### config.mk
export PLATFORM = sky130hd
export DESIGN_NAME = mem_port_arbiter
export DESIGN_NICKNAME = d
export VERILOG_FILES = /design/src/rtl/mem_arb_pkg.sv /design/src/rtl/mem_rr_pick.sv /design/src/rtl/mem_port_arbiter.sv
export SDC_FILE = /design/constraint.sdc
export NUM_CORES = 1
export LEC_CHECK = 0
export BUFFER_PORTS_ARGS = -buffer_cell sky130_fd_sc_hd__buf_2
export CAP_MARGIN = 20
export CORE_AREA = 2 2 106 108
export CTS_BUF_LIST = sky130_fd_sc_hd__clkbuf_16
export CTS_CLUSTER_DIAMETER = 50
export DETAILED_ROUTE_END_ITERATION = 8
export DIE_AREA = 0 0 108 110
export PLACE_DENSITY = 0.69
export SYNTH_ARGS = -nofsm -noshare
export SYNTH_HDL_FRONTEND = slang
export SYNTH_SLANG_ARGS = --single-unit
### constraint.sdc
create_clock -name i_clk -period 2.43 [get_ports i_clk]
set_input_delay 0.243 -clock i_clk [delete_from_list [all_inputs] [get_ports i_clk]]
set_output_delay 0.243 -clock i_clk [all_outputs]
set_load 0.005 [all_outputs]
### src/rtl/mem_arb_pkg.sv
// rtl/mem_arb_pkg.sv - shared types and address checking for the memory port arbiter
package mem_arb_pkg;

  localparam int DEF_ADDR_W      = 32;
  localparam int DEF_DATA_W      = 32;
  localparam int DEF_DEPTH_WORDS = 16;

  typedef enum logic {ARB_IDLE, ARB_RESP} arb_state_t;

  typedef enum logic {PORT_IF = 1'b0, PORT_LS = 1'b1} port_id_t;

  // Addresses never wrap: any word index past the end is an error, as is a misaligned byte address.
  function automatic logic addr_err(input logic [63:0] addr, input logic [63:0] depth_words);
    return (addr[1:0] != 2'b00) || ((addr >> 2) >= depth_words);
  endfunction

endpackage

### src/rtl/mem_rr_pick.sv
// rtl/mem_rr_pick.sv - two-way round-robin picker, combinational
// Bit 0 is instruction fetch, bit 1 is load/store; on a tie the port not granted last wins.
module mem_rr_pick
  import mem_arb_pkg::*;
(
  input  logic [1:0] i_req,
  input  port_id_t   i_last,
  output logic [1:0] o_gnt
);

  always_comb begin
    o_gnt = i_req;
    if (i_req == 2'b11) begin
      o_gnt = (i_last == PORT_IF) ? 2'b10 : 2'b01;
    end
  end

endmodule

### src/rtl/mem_port_arbiter.sv
// rtl/mem_port_arbiter.sv - shares one combinational-read memory between IF and LS requesters
// One outstanding access; the response is registered and held until its owner consumes it.
module mem_port_arbiter
  import mem_arb_pkg::*;
#(
  parameter int ADDR_W      = DEF_ADDR_W,
  parameter int DATA_W      = DEF_DATA_W,
  parameter int DEPTH_WORDS = DEF_DEPTH_WORDS
) (
  input  logic              i_clk,
  input  logic              i_rst,
  input  logic              i_if_req_valid,
  output logic              o_if_req_ready,
  input  logic [ADDR_W-1:0] i_if_req_addr,
  output logic              o_if_resp_valid,
  input  logic              i_if_resp_ready,
  output logic [DATA_W-1:0] o_if_resp_data,
  output logic              o_if_resp_err,
  input  logic              i_ls_req_valid,
  output logic              o_ls_req_ready,
  input  logic [ADDR_W-1:0] i_ls_req_addr,
  input  logic              i_ls_req_we,
  input  logic [DATA_W-1:0] i_ls_req_wdata,
  output logic              o_ls_resp_valid,
  input  logic              i_ls_resp_ready,
  output logic [DATA_W-1:0] o_ls_resp_data,
  output logic              o_ls_resp_err,
  output logic [ADDR_W-1:0] o_mem_addr,
  input  logic [DATA_W-1:0] i_mem_rdata,
  output logic              o_mem_we,
  output logic [DATA_W-1:0] o_mem_wdata
);

  arb_state_t        r_state;
  arb_state_t        w_next_state;
  port_id_t          r_last;
  port_id_t          r_owner;
  logic [DATA_W-1:0] r_resp_data;
  logic              r_resp_err;

  logic [1:0]        w_req;
  logic [1:0]        w_gnt;
  logic              w_idle;
  logic              w_accept;
  logic              w_win_ls;
  logic              w_win_we;
  logic              w_win_err;
  logic              w_mem_we;
  logic              w_owner_taken;
  logic              w_if_owns;
  logic              w_ls_owns;
  logic [ADDR_W-1:0] w_win_addr;

  // Reset also gates the combinational handshake so nothing is granted while rst is high.
  assign w_idle = (r_state == ARB_IDLE) && !i_rst;
  assign w_req  = {i_ls_req_valid, i_if_req_valid};

  mem_rr_pick u_pick (
    .i_req  (w_req),
    .i_last (r_last),
    .o_gnt  (w_gnt)
  );

  assign w_accept   = w_idle && (w_gnt != 2'b00);
  assign w_win_ls   = w_gnt[1];
  assign w_win_addr = w_win_ls ? i_ls_req_addr : i_if_req_addr;
  assign w_win_we   = w_win_ls && i_ls_req_we;
  assign w_win_err  = addr_err(64'(w_win_addr), 64'(DEPTH_WORDS));
  assign w_mem_we   = w_accept && w_win_we && !w_win_err;

  assign o_if_req_ready = w_idle && w_gnt[0];
  assign o_ls_req_ready = w_idle && w_gnt[1];
  assign o_mem_addr     = w_accept ? w_win_addr : '0;
  assign o_mem_we       = w_mem_we;
  assign o_mem_wdata    = w_mem_we ? i_ls_req_wdata : '0;

  assign w_owner_taken = (r_owner == PORT_IF) ? i_if_resp_ready : i_ls_resp_ready;

  always_comb begin
    w_next_state = r_state;
    case (r_state)
      ARB_IDLE: if (w_accept) w_next_state = ARB_RESP;
      ARB_RESP: if (w_owner_taken) w_next_state = ARB_IDLE;
      default:  w_next_state = ARB_IDLE;
    endcase
  end

  always_ff @(posedge i_clk or posedge i_rst) begin
    if (i_rst) begin
      r_state     <= ARB_IDLE;
      r_last      <= PORT_LS;
      r_owner     <= PORT_IF;
      r_resp_data <= '0;
      r_resp_err  <= 1'b0;
    end else begin
      r_state <= w_next_state;
      if (w_accept) begin
        r_owner     <= port_id_t'(w_win_ls);
        r_last      <= port_id_t'(w_win_ls);
        r_resp_err  <= w_win_err;
        r_resp_data <= (w_win_err || w_win_we) ? '0 : i_mem_rdata;
      end
    end
  end

  assign w_if_owns = (r_state == ARB_RESP) && (r_owner == PORT_IF);
  assign w_ls_owns = (r_state == ARB_RESP) && (r_owner == PORT_LS);

  assign o_if_resp_valid = w_if_owns;
  assign o_if_resp_data  = w_if_owns ? r_resp_data : '0;
  assign o_if_resp_err   = w_if_owns && r_resp_err;
  assign o_ls_resp_valid = w_ls_owns;
  assign o_ls_resp_data  = w_ls_owns ? r_resp_data : '0;
  assign o_ls_resp_err   = w_ls_owns && r_resp_err;

endmodule
==> metrics <==
post-synthesis sequential area ratio=0.295; CP Capture Type=output port; RD Place Congestion=0.836; Initial Util=0.286; CTS tree=done; fmax=436 MHz; clock skew=0.00604 ns; I/O pin cnt=270; initial antenna violation count=1; area of the multi-input gates=1970 um^2; post-layout minimum cycle time=2.29 ns; fraction of the mapped netlist area in compound gates=0.186; CTS sink count=36; Worst Setup Start Kind=flip-flop; PD cells=452 nW/um^2; XOR/XNOR share of the synthesized area=0; ys async rst share=1.00; final number of hold-violating endpoints=0; hold crit path type=input pin to flip-flop; aggregate global routing overflow=0; CTS Buf Count=5; leakage power=2.60 nW; final setup margin=0.135 ns; Routed WL=11800 um; Place WS=0.144 ns; Area Growth Syn to Fin=53.1%; Slew Limit Fails=0; Setup TNS Final=0 ns; period utilization=0.944; mean routed wirelength per cell=14.7 um; peak supply drop=327 uV; Tightest Pin Transition=0.863 ns; sequential cell area=902 um^2; DR pass1 iterations=4; Synthesized Nets=544; Cells after Synth=409; Setup CP Type=flip-flop to output port; WP data arrival=2.05 ns; Post-CTS Setup Repair Bufs=0; DR vias=3876; clk buf depth=2; Iteration-0 DRC Markers=207; die height=110 um; post-synthesis simple-gate area fraction=0.447; CP Max Fanout=33; Max-Cap Viols=0; most frequent cells in the layout=buf_2 (269), nand2_1 (97), o21ai_1 (59), dfrtp_1 (35); Rel. slew slack=0.422; Cell Area, Synth=3060 um^2; Post-synth EDFFs=0; share of layout cells above drive strength 1=0.502; Reg clk slew, reported paths=0.05 ns; Nets=795; Hold Path Origin=i_mem_rdata[29]; antenna viol nets, final=0; Reg2Reg Launch Point=r_last; H-tree Lvls=2; vias in the first global route=3485; post-synth cell types=35; RSZ-0062 raised after global routing=false; Primary FF master, synth=dfrtp_1; multiplexer share of the synthesized area=0; DRC=0; largest family of logic cells by synthesized area=simple AND/OR/NAND/NOR gates; die area=11900 um^2; Synth Area per Inst=7.48 um^2; post-synthesis register bit count=36; Die Wd=108 um; Root Driver=clkbuf_16; number of cell rows=38; Core ar.=10700 um^2; post-DP HPWL=9540 um; most common cell after layout, fill and taps aside=buf_2; Setup crit start=r_last; GRT Total Usage=0.182; Fill cells=1116; first-pass GRT wire length=17300 um; CP Data Required Time=2.19 ns; r2r setup slk=0.43 ns; Post-Synth Adder-Cell Area=0; Ys Warns=0; via-per-instance ratio=4.83; largest net degree at the start of global routing=36; Clock Latency Late Sink=0.27 ns; status=finished clean; PortBufs=269; final setup vio count=0
-- timing repair --
action                                  in CTS  in global routing
endpoints found under the hold margin        2                  0
pin swaps                                    0                  1
resized for setup                            1                  3
hold buffers                                 1                  0
endpoints found under the setup margin       4                  4
-- final timing paths --
path | cells past startpoint | to
max | 7 | o_mem_wdata[31]
min | 3 | r_resp_data[29]
max reg2reg | 6 | r_resp_err
min reg2reg | 2 | r_resp_data[14]
max in group asynchronous | 4 | r_resp_data[4]
min in group asynchronous | 3 | r_owner
-- flip-flops by register name, indices dropped and copies added, names as in the netlist --
name         flops
r_last           1
r_resp_data     32
r_owner          1
r_state          1
r_resp_err       1
-- cell usage after synthesis (2+ instances only) --
| library cell | instances | share of area |
|---|---|---|
| nor4_1 | 8 | 0.016 |
| nand2_1 | 97 | 0.12 |
| and3_1 | 33 | 0.068 |
| or4_4 | 2 | 0.0074 |
| clkbuf_2 | 2 | 0.0033 |
| a21oi_1 | 32 | 0.052 |
| nor3b_1 | 3 | 0.0074 |
| o2111ai_1 | 2 | 0.0057 |
| and2_1 | 33 | 0.068 |
| nor3_1 | 3 | 0.0049 |
| buf_2 | 6 | 0.0098 |
| nor2_1 | 7 | 0.0086 |
| o21ai_1 | 60 | 0.098 |
| nand4_1 | 2 | 0.0041 |
| nor3b_2 | 29 | 0.12 |
| buf_6 | 6 | 0.022 |
| a21o_1 | 2 | 0.0049 |
| o22a_1 | 2 | 0.0057 |
| inv_1 | 4 | 0.0049 |
| clkbuf_1 | 23 | 0.028 |
| nor4_4 | 2 | 0.014 |
| o21ai_0 | 4 | 0.0065 |
| dfrtp_1 | 35 | 0.29 |
-- area by class of cell --
class                      instances  share of cell area
timing repair buffer             283               0.316
antenna                            1            0.000534
tap                              140              0.0374
clock inverter                     3             0.00267
sequential                        36               0.193
clock buffer                       5              0.0267
inverter                           4             0.00321
multi-input combinational        330               0.421
-- layer usage --
layer  vias to the layer above  track usage  part of all wire
met5                         -            0                 0
met4                         0       0.0357            0.0050
met3                         4       0.0341             0.081
met2                       183        0.332              0.51
met1                      1772        0.224              0.40
li1                       1917            -                 -
-- critical path, cell delays in order (launching register included) --
cell and delay (ns):
dfstp_2 0.38, a21bo_2 0.23, buf_4 0.21, nor4_4 0.26, nand2_2 0.10, buf_12 0.19, nor3b_1 0.23, buf_2 0.16
-- kinds of logic after synthesis --
| kind of cell | after synthesis |
|---|---|
| simple gates | 224 |
| flops | 36 |
| compound gates | 106 |
| buf+inv | 43 |
-- where the power goes --
| group | switching, mW | internal, mW | leakage (nW) |
|---|---|---|---|
| Combinational | 0.547 | 0.327 | 2.03 |
| Clock | 0.220 | 0.370 | 0.0762 |
| Sequential | 0.0233 | 0.631 | 0.491 |
-- per-stage QoR --
stage	std cells	power, mW	utilization	hold WS (ns)	instance area, um^2
6_report	802	2.12	0.438	0.211	4680
5_1_grt	802	2.26	0.438	0.218	4680
4_1_cts	801	2.12	0.436	0.206	4670
3_5_place_dp	792	1.52	0.422	0.134	4510
3_3_place_gp	792	1.50	0.422	0.133	4510
2_1_floorplan	409	1.11	-	0.365	3060
(Power assumes the default switching activity.)
